[src/rtl/mac_result_requant.sv]
// Requantises 32-bit MAC results (round-half-up shift, 16-bit saturate) into a small output FIFO.
// Latency: result registered one edge after P_VALID, visible on DOUT one edge later.
// Backpressure: DOUT_READY low lets the FIFO fill; a result arriving at a full FIFO is dropped and flagged.
module mac_result_requant #(
    parameter int WIDTH_P = 32,
    parameter int WIDTH_O = 16,
    parameter int SHIFT   = 8,
    parameter int DEPTH   = 4
) (
    input  logic                       CLK,
    input  logic                       RST,
    input  logic [WIDTH_P-1:0]         P_IN,
    input  logic                       P_VALID,
    output logic [WIDTH_O-1:0]         DOUT,
    output logic                       DOUT_VALID,
    input  logic                       DOUT_READY,
    output logic [$clog2(DEPTH):0]     LEVEL,
    output logic                       SAT_FLAG,
    output logic                       DROP_FLAG,
    input  logic                       CLR_FLAGS
);

    localparam int AW = $clog2(DEPTH);
    localparam int LW = AW + 1;

    // Constants held in WIDTH_P+1 bits so the rounding add never wraps.
    localparam logic signed [WIDTH_P:0] RND =
        (SHIFT > 0) ? ({{WIDTH_P{1'b0}}, 1'b1} << (SHIFT - 1)) : '0;
    localparam logic signed [WIDTH_P:0] OMAX =
        {{(WIDTH_P - WIDTH_O + 2){1'b0}}, {(WIDTH_O - 1){1'b1}}};
    localparam logic signed [WIDTH_P:0] OMIN =
        {{(WIDTH_P - WIDTH_O + 2){1'b1}}, {(WIDTH_O - 1){1'b0}}};
    localparam logic [AW-1:0] PTR_ONE = {{(AW - 1){1'b0}}, 1'b1};
    localparam logic [LW-1:0] LVL_ONE = {{(LW - 1){1'b0}}, 1'b1};
    localparam logic [LW-1:0] LVL_FULL = LW'(DEPTH);

    logic signed [WIDTH_P:0] rq_sum;
    logic signed [WIDTH_P:0] rq_shf;
    logic [WIDTH_O-1:0]      rq_dat;
    logic                    rq_sat;

    logic                    s1_vld;
    logic [WIDTH_O-1:0]      s1_dat;
    logic                    s1_sat;

    logic [WIDTH_O-1:0]      mem [DEPTH];
    logic [AW-1:0]           wr_ptr;
    logic [AW-1:0]           rd_ptr;
    logic                    full;
    logic                    pop;
    logic                    wr_en;
    logic                    drop;

    always_comb begin
        rq_sum = $signed({P_IN[WIDTH_P-1], P_IN}) + RND;
        rq_shf = rq_sum >>> SHIFT;
        rq_dat = rq_shf[WIDTH_O-1:0];
        rq_sat = 1'b0;
        if (rq_shf > OMAX) begin
            rq_dat = OMAX[WIDTH_O-1:0];
            rq_sat = 1'b1;
        end else if (rq_shf < OMIN) begin
            rq_dat = OMIN[WIDTH_O-1:0];
            rq_sat = 1'b1;
        end
    end

    always_ff @(posedge CLK or posedge RST) begin
        if (RST) begin
            s1_vld <= 1'b0;
            s1_dat <= '0;
            s1_sat <= 1'b0;
        end else begin
            s1_vld <= P_VALID;
            if (P_VALID) begin
                s1_dat <= rq_dat;
                s1_sat <= rq_sat;
            end
        end
    end

    // A full FIFO can still accept a push when the head leaves on the same edge.
    assign full       = (LEVEL == LVL_FULL);
    assign DOUT_VALID = (LEVEL != '0);
    assign pop        = DOUT_VALID & DOUT_READY;
    assign wr_en      = s1_vld & (~full | pop);
    assign drop       = s1_vld & full & ~pop;
    assign DOUT       = mem[rd_ptr];

    always_ff @(posedge CLK or posedge RST) begin
        if (RST) begin
            for (int i = 0; i < DEPTH; i++) mem[i] <= '0;
            wr_ptr <= '0;
            rd_ptr <= '0;
            LEVEL  <= '0;
        end else begin
            if (wr_en) begin
                mem[wr_ptr] <= s1_dat;
                wr_ptr      <= wr_ptr + PTR_ONE;
            end
            if (pop) rd_ptr <= rd_ptr + PTR_ONE;
            case ({wr_en, pop})
                2'b10:   LEVEL <= LEVEL + LVL_ONE;
                2'b01:   LEVEL <= LEVEL - LVL_ONE;
                default: LEVEL <= LEVEL;
            endcase
        end
    end

    // Set takes priority over a coincident clear.
    always_ff @(posedge CLK or posedge RST) begin
        if (RST) begin
            SAT_FLAG  <= 1'b0;
            DROP_FLAG <= 1'b0;
        end else begin
            if (wr_en && s1_sat) SAT_FLAG <= 1'b1;
            else if (CLR_FLAGS)  SAT_FLAG <= 1'b0;
            if (drop)            DROP_FLAG <= 1'b1;
            else if (CLR_FLAGS)  DROP_FLAG <= 1'b0;
        end
    end

endmodule
[config.mk]
export PLATFORM = sky130hd
export DESIGN_NAME = mac_result_requant
export DESIGN_NICKNAME = d
export VERILOG_FILES = /design/src/rtl/mac_result_requant.sv
export SDC_FILE = /design/constraint.sdc
export NUM_CORES = 1
export LEC_CHECK = 0
export ABC_AREA = 1
export BUFFER_PORTS_ARGS = -buffer_cell sky130_fd_sc_hd__buf_2
export CAP_MARGIN = 20
export CORE_MARGIN = 2
export CORE_UTILIZATION = 35
export CTS_BUF_LIST = sky130_fd_sc_hd__clkbuf_2 sky130_fd_sc_hd__clkbuf_4 sky130_fd_sc_hd__clkbuf_8
export DETAILED_ROUTE_END_ITERATION = 8
export GPL_TIMING_DRIVEN = 0
export SLEW_MARGIN = 30
export SYNTH_ARGS = -nofsm -noshare
export SYNTH_HDL_FRONTEND = slang
export SYNTH_SLANG_ARGS = --single-unit
export TNS_END_PERCENT = 1
[constraint.sdc]
create_clock -name CLK -period 3.2 [get_ports CLK]
set_input_delay 0.16 -clock CLK [delete_from_list [all_inputs] [get_ports CLK]]
set_output_delay 0.16 -clock CLK [all_outputs]
set_load 0.05 [all_outputs]
After elaboration in Yosys (flattened, before gate mapping)
Index checks and enable logic that the tools add are counted.

storage, ports and cells
  logic and storage cells = 54
  input port bits = 37
  output and inout bits = 22
  bits in registers = 91

operators by class
  equal/unequal tests = 3
  multiplexer cells = 14
  reduce and logical (&&, ||, !) cells = 6
  order comparisons = 5
  bitwise operators = 9
  $add $sub $neg = 5

operators with widths
  cell                   number
  $mux 16                5
  $bwmux 64              1
  $add 32x9->33 const B  1
  $bmux 16 s2            1
  $demux 16 s2           1
  $gt 25x16->1 const B   1
  $lt 25x16->1 const B   1
  $ge 3x3->1 const B     2
  $not 2->3              2
  $pmux 3 s2             1
  $reduce_bool 2->1      3
  $mux 1                 5
  $add 2x1->2 const B    2
  $and 1x1->1            4
  $add 3x1->3 const B    1
  $eq 3x3->1 const B     1
  $lt 3x1->1 const B     1
  $reduce_bool 3->1      1
  $sub 3x1->3 const B    1
  $eq 2x1->1 const B     1
  $eq 2x2->1 const B     1
  $logic_and 1x1->1      2
  $not 1->1              2
  $or 1x1->1             1

Depth between registers and ports, before layout
Gate-level depths: netlist (run 1).

  word-level depth = 6
  gate-level depth with buffers = 15
  depth with buffers taken out = 15

Worst setup path after synthesis (run 1)
Ideal clock, no wire load.

  kind = flip-flop to flip-flop
  start = register LEVEL[0]
  end = register LEVEL[2]
  buffers on the path = 0
  arrival time = 2.093 ns
  path slack = 0.976 ns
  data required time = 3.069 ns
  clock period less this slack = 2.224 ns
  setup time = 0.131 ns
  stages on the path, launching flop included = 10
  path through = dfrtp_1 -> nor2_1 -> nand3_1 -> nand2_1 -> ha_1 -> inv_1 -> fa_1 -> a21oi_1 -> o21ai_0 -> xor2_1

between the ends
  cells in the longest elaborated chain, start to end = 6
  elaborated cells between the ends (all ways) = 12
  those cells by class = add/sub: 2; eq/ne: 3; mux: 1; bitwise: 4; reduce/logical: 2

RTL lines
  element                                          line    source
  start: declaration                               17      output logic [$clog2(DEPTH):0] LEVEL,
  start signal: assignment                         103     2'b10: LEVEL <= LEVEL + LVL_ONE;
  start signal: assignment                         104     2'b01: LEVEL <= LEVEL - LVL_ONE;
  $reduce_bool 3->1 or $eq 3x3->1 (tied branches)  84, 83
  $and 1x1->1 or $not 1->1 (tied branches)         85, 86
  $or 1x1->1                                       86      assign wr_en = s1_vld & (~full | pop);
  $and 1x1->1                                      86
  $eq 2x1->1 or $eq 2x2->1 (tied branches)         102     case ({wr_en, pop})
  $pmux 3 s2 or $reduce_bool 2->1 (tied branches)  -

Several ways; a longest one is shown, not always the timed one.
A chain may end at the register's enable or synchronous reset.

Worst setup path after layout (run 1)
  start = register rd_ptr[1]
  end = output DOUT[9]

between the ends
  cells in the longest elaborated chain, start to end = 4

RTL lines
  element                                      line  source
  start: declaration                           48    logic [AW-1:0] rd_ptr;
  start signal: assignment                     101   if (pop) rd_ptr <= rd_ptr + PTR_ONE;
  $not 2->3 (implied by the code)              88    assign DOUT = mem[rd_ptr];
  $bmux 16 s2                                  88
  $mux 16 (implied by the code) (2 in series)  88
  end: declaration                             14    output logic [WIDTH_O-1:0] DOUT,

Every way passes these cells. The select of a mux whose other input is x is not followed.

==> results of run 1 <==
[worst min-delay path by stage]
| stage | startpoint | to | slack [ns] | depth (start not counted) |
|---|---|---|---|---|
| global placement | P_VALID | s1_vld | 0.28 | 1 |
| CTS | DOUT_READY | DROP_FLAG | 0.13 | 4 |
| floorplan | P_VALID | s1_vld | 0.19 | 0 |
| finish | DOUT_READY | DROP_FLAG | 0.15 | 4 |
| global route | DOUT_READY | DROP_FLAG | 0.16 | 4 |
| detailed placement | RST | mem[49] | 0.12 | 2 |
[routing by layer]
metal  global-route usage, %  routed length, um  vias up
li1                        -                  -     1896
met1                    23.4               5400     1804
met2                    25.7               5050       93
met3                    1.74                656       11
met4                    7.11                192        0
met5                       0                  0        -
[area by class of cell]
class,count,area [sq um]
fill,1339,7820
clock buffer,10,131
clock inverter,1,30.0
sequential,91,2280
tap,176,220
multi-input combinational,394,2360
timing repair buffer,55,313
inverter,33,129
buffer,16,72.6
[cell usage after synthesis]
| cell | instances | area (sq um) |
|---|---|---|
| nand2_1 | 106 | 398 |
| dfrtp_1 | 91 | 2280 |
| nor2_1 | 87 | 327 |
| mux2_2 | 64 | 721 |
| o21ai_0 | 37 | 185 |
| inv_1 | 30 | 113 |
| nand3_1 | 22 | 110 |
| o22ai_1 | 18 | 113 |
| xor2_1 | 14 | 123 |
| a21oi_1 | 13 | 65.1 |
| clkbuf_1 | 11 | 41.3 |
| nand3b_1 | 7 | 52.6 |
| ha_1 | 6 | 75.1 |
| xnor2_1 | 5 | 43.8 |
| buf_2 | 4 | 20.0 |
| and2_1 | 2 | 12.5 |
| clkinv_1 | 2 | 7.51 |
| nand2_2 | 2 | 12.5 |
| nand3_2 | 2 | 20.0 |
| nor2_4 | 2 | 22.5 |
| a21oi_4 | 1 | 16.3 |
| buf_6 | 1 | 11.3 |
| fa_1 | 1 | 20.0 |
| inv_2 | 1 | 3.75 |
| nand2_4 | 1 | 11.3 |
| nor2_2 | 1 | 6.26 |
| nor3_2 | 1 | 10.0 |
| nor3b_1 | 1 | 7.51 |
| o21ai_1 | 1 | 5.00 |
[per-stage QoR]
| stage | setup slack (ns) | cells | setup TNS [ns] | hold WS [ns] | power (W) |
|---|---|---|---|---|---|
| after floorplan | 0.676 | 534 | 0 | 0.191 | 0.00385 |
| after global placement | -0.247 | 761 | -21.76 | 0.285 | 0.00444 |
| after detailed placement | 0.870 | 762 | 0 | 0.115 | 0.00452 |
| after CTS | 0.770 | 776 | 0 | 0.129 | 0.00523 |
| after global routing | 0.634 | 776 | 0 | 0.163 | 0.00552 |
| final | 0.737 | 776 | 0 | 0.148 | 0.00518 |
[worst reg2reg max path: cells and delay by family, from the launching register on]
kind	cells	cell delay, ns
mux	1	0.38
buf+inv	1	0.43
simple gates	4	1.02
flops	1	0.41
[cell families (layout without fill, tap and decap cells)]
| logic type | count (synthesis) | after routing | synth area share, % |
|---|---|---|---|
| mux | 64 | 64 | 14.9 |
| compound gates | 70 | 70 | 7.95 |
| fa+ha+maj | 7 | 7 | 1.97 |
| buf+inv | 49 | 115 | 4.07 |
| simple gates | 234 | 234 | 20.5 |
| xor+xnor | 19 | 19 | 3.45 |
| flops | 91 | 91 | 47.2 |
[cells in the final DEF, fill, tap and decap left out, types with 2 or more instances in the layout]
cell           Yosys  final
a21oi_1           13     13
and2_1             2      2
buf_2              4     55
clkbuf_1          11     11
clkbuf_8           0      9
clkinv_1           2      2
dfrtp_1           91     91
dlygate4sd3_1      0      3
ha_1               6      6
inv_1             30     29
mux2_2            64     64
nand2_1          106    106
nand2_2            2      2
nand3_1           22     22
nand3_2            2      2
nand3b_1           7      7
nor2_1            87     87
nor2_4             2      2
o21ai_0           37     37
o22ai_1           18     18
xnor2_1            5      5
xor2_1            14     14
[registers in the layout, summed over array words and instances, names as in the netlist]
name / cells
DROP_FLAG: 1
s1_sat: 1
mem: 64
s1_vld: 1
wr_ptr: 2
s1_dat: 16
rd_ptr: 2
SAT_FLAG: 1
LEVEL: 3
[power groups by stage]
stage | clock (W) | combinational [W] | sequential [W]
2_1_floorplan | 0 | 0.00193 | 0.00192
3_3_place_gp | 0 | 0.00255 | 0.00189
3_5_place_dp | 0 | 0.00261 | 0.00191
4_1_cts | 0.000725 | 0.00261 | 0.00189
5_1_grt | 0.000767 | 0.00279 | 0.00196
6_report | 0.000696 | 0.00259 | 0.00189
==> impl_metrics.csv, run 1 <==
group,metric,value,unit
outcome,status,"completed",
worst_setup_path,critPathKind,"register to output pin",
pwr,p_sw,0.00233,W
worst_setup_path,path_buf_inv,3,
logic_synthesis,ys_warn_count,0,
worst_setup_path,critical_path_depth,5,
final_layout,area_delta_synth_final,14.5,%
final_layout,fin_util,41.4,%
timing,period_needed,2.46,ns
die,ioPinCount,59,
worst_setup_path,crit_path_top_delay_cell,"dfrtp_1",
worst_setup_path,crit_end,"DOUT[9]",
final_layout,final_area,5530,sq um
clock_tree,path_clk_slew,0.08,ns
global_route,grt_max_degree,72,
timing,finalSetupViolations,0,
route,drt-total-wl,11300,um
worst_setup_path,path_cells,"inv_1 -> clkbuf_1 -> o21ai_0 -> o22ai_1 -> buf_2",
worst_setup_path,cp.required,3.04,ns
worst_setup_path,cp-end-kind,"output pin",
global_route,first_global_vias,3818,
final_layout,num_antenna_cells,0,
worst_setup_path,reg2reg_slack,0.86,ns
hold_path,hold_path.class,"input pin to register",
clock_tree,clock-sinks,91,
logic_synthesis,synth_cell_type_count,29,
clock_tree,root_buffer,"clkbuf_8",
die,fp-row-count,42,
final_layout,final_layout_size_suffix_gt1_share,24.0,%
timing,max_slew_margin,50.4,%
clock_tree,cts_buffer_depth,2,
route,drt-wirelength-per-cell,14.6,um
die,core_area,13300,sq um
route,num_vias,3804,
place,io_buffer_count,51,
global_route,grt_usage,16.5,%
route,drt_iter0_markers,236,
route,remaining_drc_errors,0,
final_layout,layout.nets,644,
pwr,irDropWorstVdd,0.260,mV
logic_synthesis,synth.net_count,578,
route,dr.pass1.iters,4,
job,cap_violations,0,
clock_tree,postCtsSetupRepairBufs,0,
route,ant_nets,0,
global_route,antenna_found_initial,0,
pwr,p_int,0.00285,W
logic_synthesis,syn-instance-count,534,
timing,rsz0062_at_grt,"false",
worst_setup_path,r2r_cells,6,
die,dieWidth,121,um
pwr,p_per_area,937,nW/um^2
worst_setup_path,max_stage_delay,0.48,ns
clock_tree,clock_latency,0.35,ns
pwr,power_frac_clock,13.4,%
die,dieArea,14800,sq um
clock_tree,numCtsBuffers,9,
route,viasPerCell,4.90,
timing,finalHoldViolCount,0,
timing,max_freq,406,MHz
logic_synthesis,synth-seq-area-share,47.2,%
worst_setup_path,start_kind,"register",
clock_tree,h-tree-depth,3,
die,die_y,121,um
clock_tree,cts.hold.buffers_added,3,
pwr,seq_power_share,36.5,%
worst_setup_path,worstSetupStartpoint,"rd_ptr[1]",
global_route,grt_pass1_wl,18900,um
logic_synthesis,synth-seq-cells,91,
worst_setup_path,reg2reg_to,"mem[49]",
global_route,grt_overflow,0,
logic_synthesis,syn-cell-area,4830,sq um
timing,final_max_slew_viol_count,0,
place,hpwl,8310,um
place,gp_congestion,0.840,
worst_setup_path,timing.rr.start,"LEVEL[0]",
clock_tree,cts_tree,"done",
pwr,power_leakage,2.39,nW
pwr,combPwrFrac,50.0,%
pwr,p_sw_share,45.0,%
timing,tightest_slew,0.742,ns
logic_synthesis,syn_area_per_cell,9.04,sq um
worst_setup_path,worstPathMaxFanout,10,
worst_setup_path,worstPathArrival,2.30,ns
clock_tree,post_cts_resized,0,
timing,fin_crit_sh,77.0,%
timing,clock_skew,0.00793,ns
worst_setup_path,path_delay_family,"buffers and inverters",
die,initial_utilization,36.2,%
place,dpl_cell_area,5340,sq um
Note: power is estimated with default switching activity, not from simulation.
==> run 2: changes to the inputs <==
- clock period: 3.2 -> 2.19 ns (I/O delays scaled with it)
==> impl_metrics.csv, run 2 (synthesized netlist as in run 1, its figures left out) <==
group,metric,value,unit
outcome,status,"completed",
route,drt-wirelength-per-cell,14.9,um
hold_path,hold_path.class,"input pin to register",
clock_tree,clock-sinks,91,
final_layout,final_common_cell,"nand2_1",
pwr,p_per_area,1390,nW/um^2
clock_tree,postCtsSetupRepairBufs,0,
clock_tree,cts_buffer_depth,2,
timing,rsz0062_at_grt,"false",
die,dieWidth,121,um
final_layout,final_cell_mix,"nand2_1 (105), dfrtp_1 (91), nor2_1 (82)",
die,dieArea,14800,sq um
route,drt_iter0_markers,186,
final_layout,nFillCells,1335,
worst_setup_path,cp.required,2.08,ns
clock_tree,path_clk_slew,0.08,ns
place,pre_cts_slack,-0.165,ns
route,remaining_drc_errors,0,
timing,final_max_slew_viol_count,0,
final_layout,area_delta_synth_final,16.8,%
final_layout,top_register,"mem",
final_layout,final_area,5640,sq um
route,num_vias,3827,
timing,fin_hold_ws,0.107,ns
final_layout,seqCellArea,2280,sq um
final_layout,num_antenna_cells,0,
die,ioPinCount,59,
final_layout,multiInputGateArea,2380,sq um
timing,period_needed,2.01,ns
timing,finalSetupViolations,0,
clock_tree,cts_tree,"done",
global_route,antenna_found_initial,0,
pwr,irDropWorstVdd,0.447,mV
clock_tree,h-tree-depth,3,
final_layout,final_layout_size_suffix_gt1_share,27.4,%
timing,clock_skew,0.00665,ns
final_layout,largest_register_ffs,64,
timing,max_slew_margin,70.9,%
route,ant_nets,0,
place,dp_cells,764,
worst_setup_path,path_cells,"inv_2 -> clkbuf_4 -> o21ai_0 -> o22ai_1 -> clkbuf_4",
final_layout,layout.nets,645,
worst_setup_path,path_delay_family,"buffers and inverters",
global_route,first_global_vias,3853,
worst_setup_path,cp-end-kind,"output pin",
clock_tree,root_buffer,"clkbuf_8",
route,dr.pass1.iters,4,
worst_setup_path,start_kind,"register",
clock_tree,numCtsBuffers,9,
worst_setup_path,crit_path_top_delay_cell,"dfrtp_1",
clock_tree,clock_latency,0.35,ns
worst_setup_path,worstPathMaxFanout,10,
route,viasPerCell,4.89,
timing,finalHoldViolCount,0,
final_layout,fin_util,42.3,%
route,drt-total-wl,11700,um
die,core_area,13300,sq um
timing,fin_crit_sh,92.0,%
worst_setup_path,max_stage_delay,0.50,ns
pwr,power_leakage,2.46,nW
global_route,grt_overflow,0,
worst_setup_path,path_buf_inv,3,
global_route,grt_usage,16.9,%
worst_setup_path,cp_common_cell,"clkbuf_4",
final_layout,final_cell_count_no_fill,782,
final_layout,top_regs,"mem: 64 flops, s1_dat: 16 flops, LEVEL: 3 flops",
die,die_y,121,um
global_route,grt_max_degree,31,
die,fp-row-count,42,
place,io_buffer_count,51,
timing,layout_setup_ws,0.175,ns
worst_setup_path,worstPathArrival,1.91,ns
worst_setup_path,critPathKind,"register to output pin",
place,dpl_cell_area,5370,sq um
place,hpwl,8710,um
job,cap_violations,0,
timing,max_freq,496,MHz
timing,tightest_slew,0.436,ns
global_route,grt_pass1_wl,19400,um
place,gp_congestion,0.831,
die,initial_utilization,36.2,%
-- run 2: cell types whose count changed in the layout (fill, tap and decap cells not counted), moves of 2 or more --
cell      previous run  this run
nor2_2               1         6
clkbuf_2             0         6
clkbuf_4             1         3
clkbuf_1            11         2
buf_12               0         3
clkinv_2             0         4
nor2_1              87        82
-- run 2: power breakdown --
part / internal (W) / switching [W] / total [W]
logic: 0.00132 / 0.00252 / 0.00384
clock network: 0.000648 / 0.000556 / 0.00120
registers: 0.00238 / 0.000424 / 0.00280
-- run 2: timing repair --
item	CTS	global route
gates resized for setup	11	10
endpoints found under the hold margin	65	0
pin swaps	0	0
hold buffers	3	0
setup endpoints to repair	54	52
-- run 2: worst reg2reg max path, delay by kind of cell (launching register included) --
family	cells	cell delay, ns
buf+inv	1	0.40
flops	1	0.43
mux	1	0.38
simple gates	4	0.69
-- run 2: final cells by class --
cell class	count	share of cell area [%]
inverters	33	2.26
flip-flops and latches	91	40.4
well taps	176	3.90
clock inverters	6	1.42
plain buffers	15	1.44
clock buffers	10	2.33
multi-input cells	394	42.1
repair buffers	57	6.17
-- run 2: routing by layer --
| layer | track usage (%) | up-vias | share of wire, % |
|---|---|---|---|
| li1 | - | 1898 | - |
| met1 | 23.3 | 1835 | 48 |
| met2 | 27.8 | 84 | 47 |
| met3 | 2.54 | 10 | 4.4 |
| met4 | 4.53 | 0 | 0.83 |
| met5 | 0 | - | 0 |
-- run 2: final timing paths --
path / from / cells after the start / to / slack (ns)
min reg2reg: mem[27] / 1 / mem[27] / 0.51
min: P_IN[13] / 4 / s1_dat[5] / 0.11
max reg2reg: LEVEL[0] / 6 / mem[57] / 0.18
min in group asynchronous: RST / 3 / mem[49] / 0.21
max in group asynchronous: RST / 5 / s1_dat[15] / 1.36
max: rd_ptr[1] / 5 / DOUT[8] / 0.18
-- run 2: metrics by stage --
stage | TNS, ns | total power [W]
finish | 0 | 0.00784
global route | 0 | 0.00834
CTS | -0.134 | 0.00788
detailed placement | -3.71 | 0.00664
global placement | -2.20 | 0.00649
floorplan | -0.0336 | 0.00562
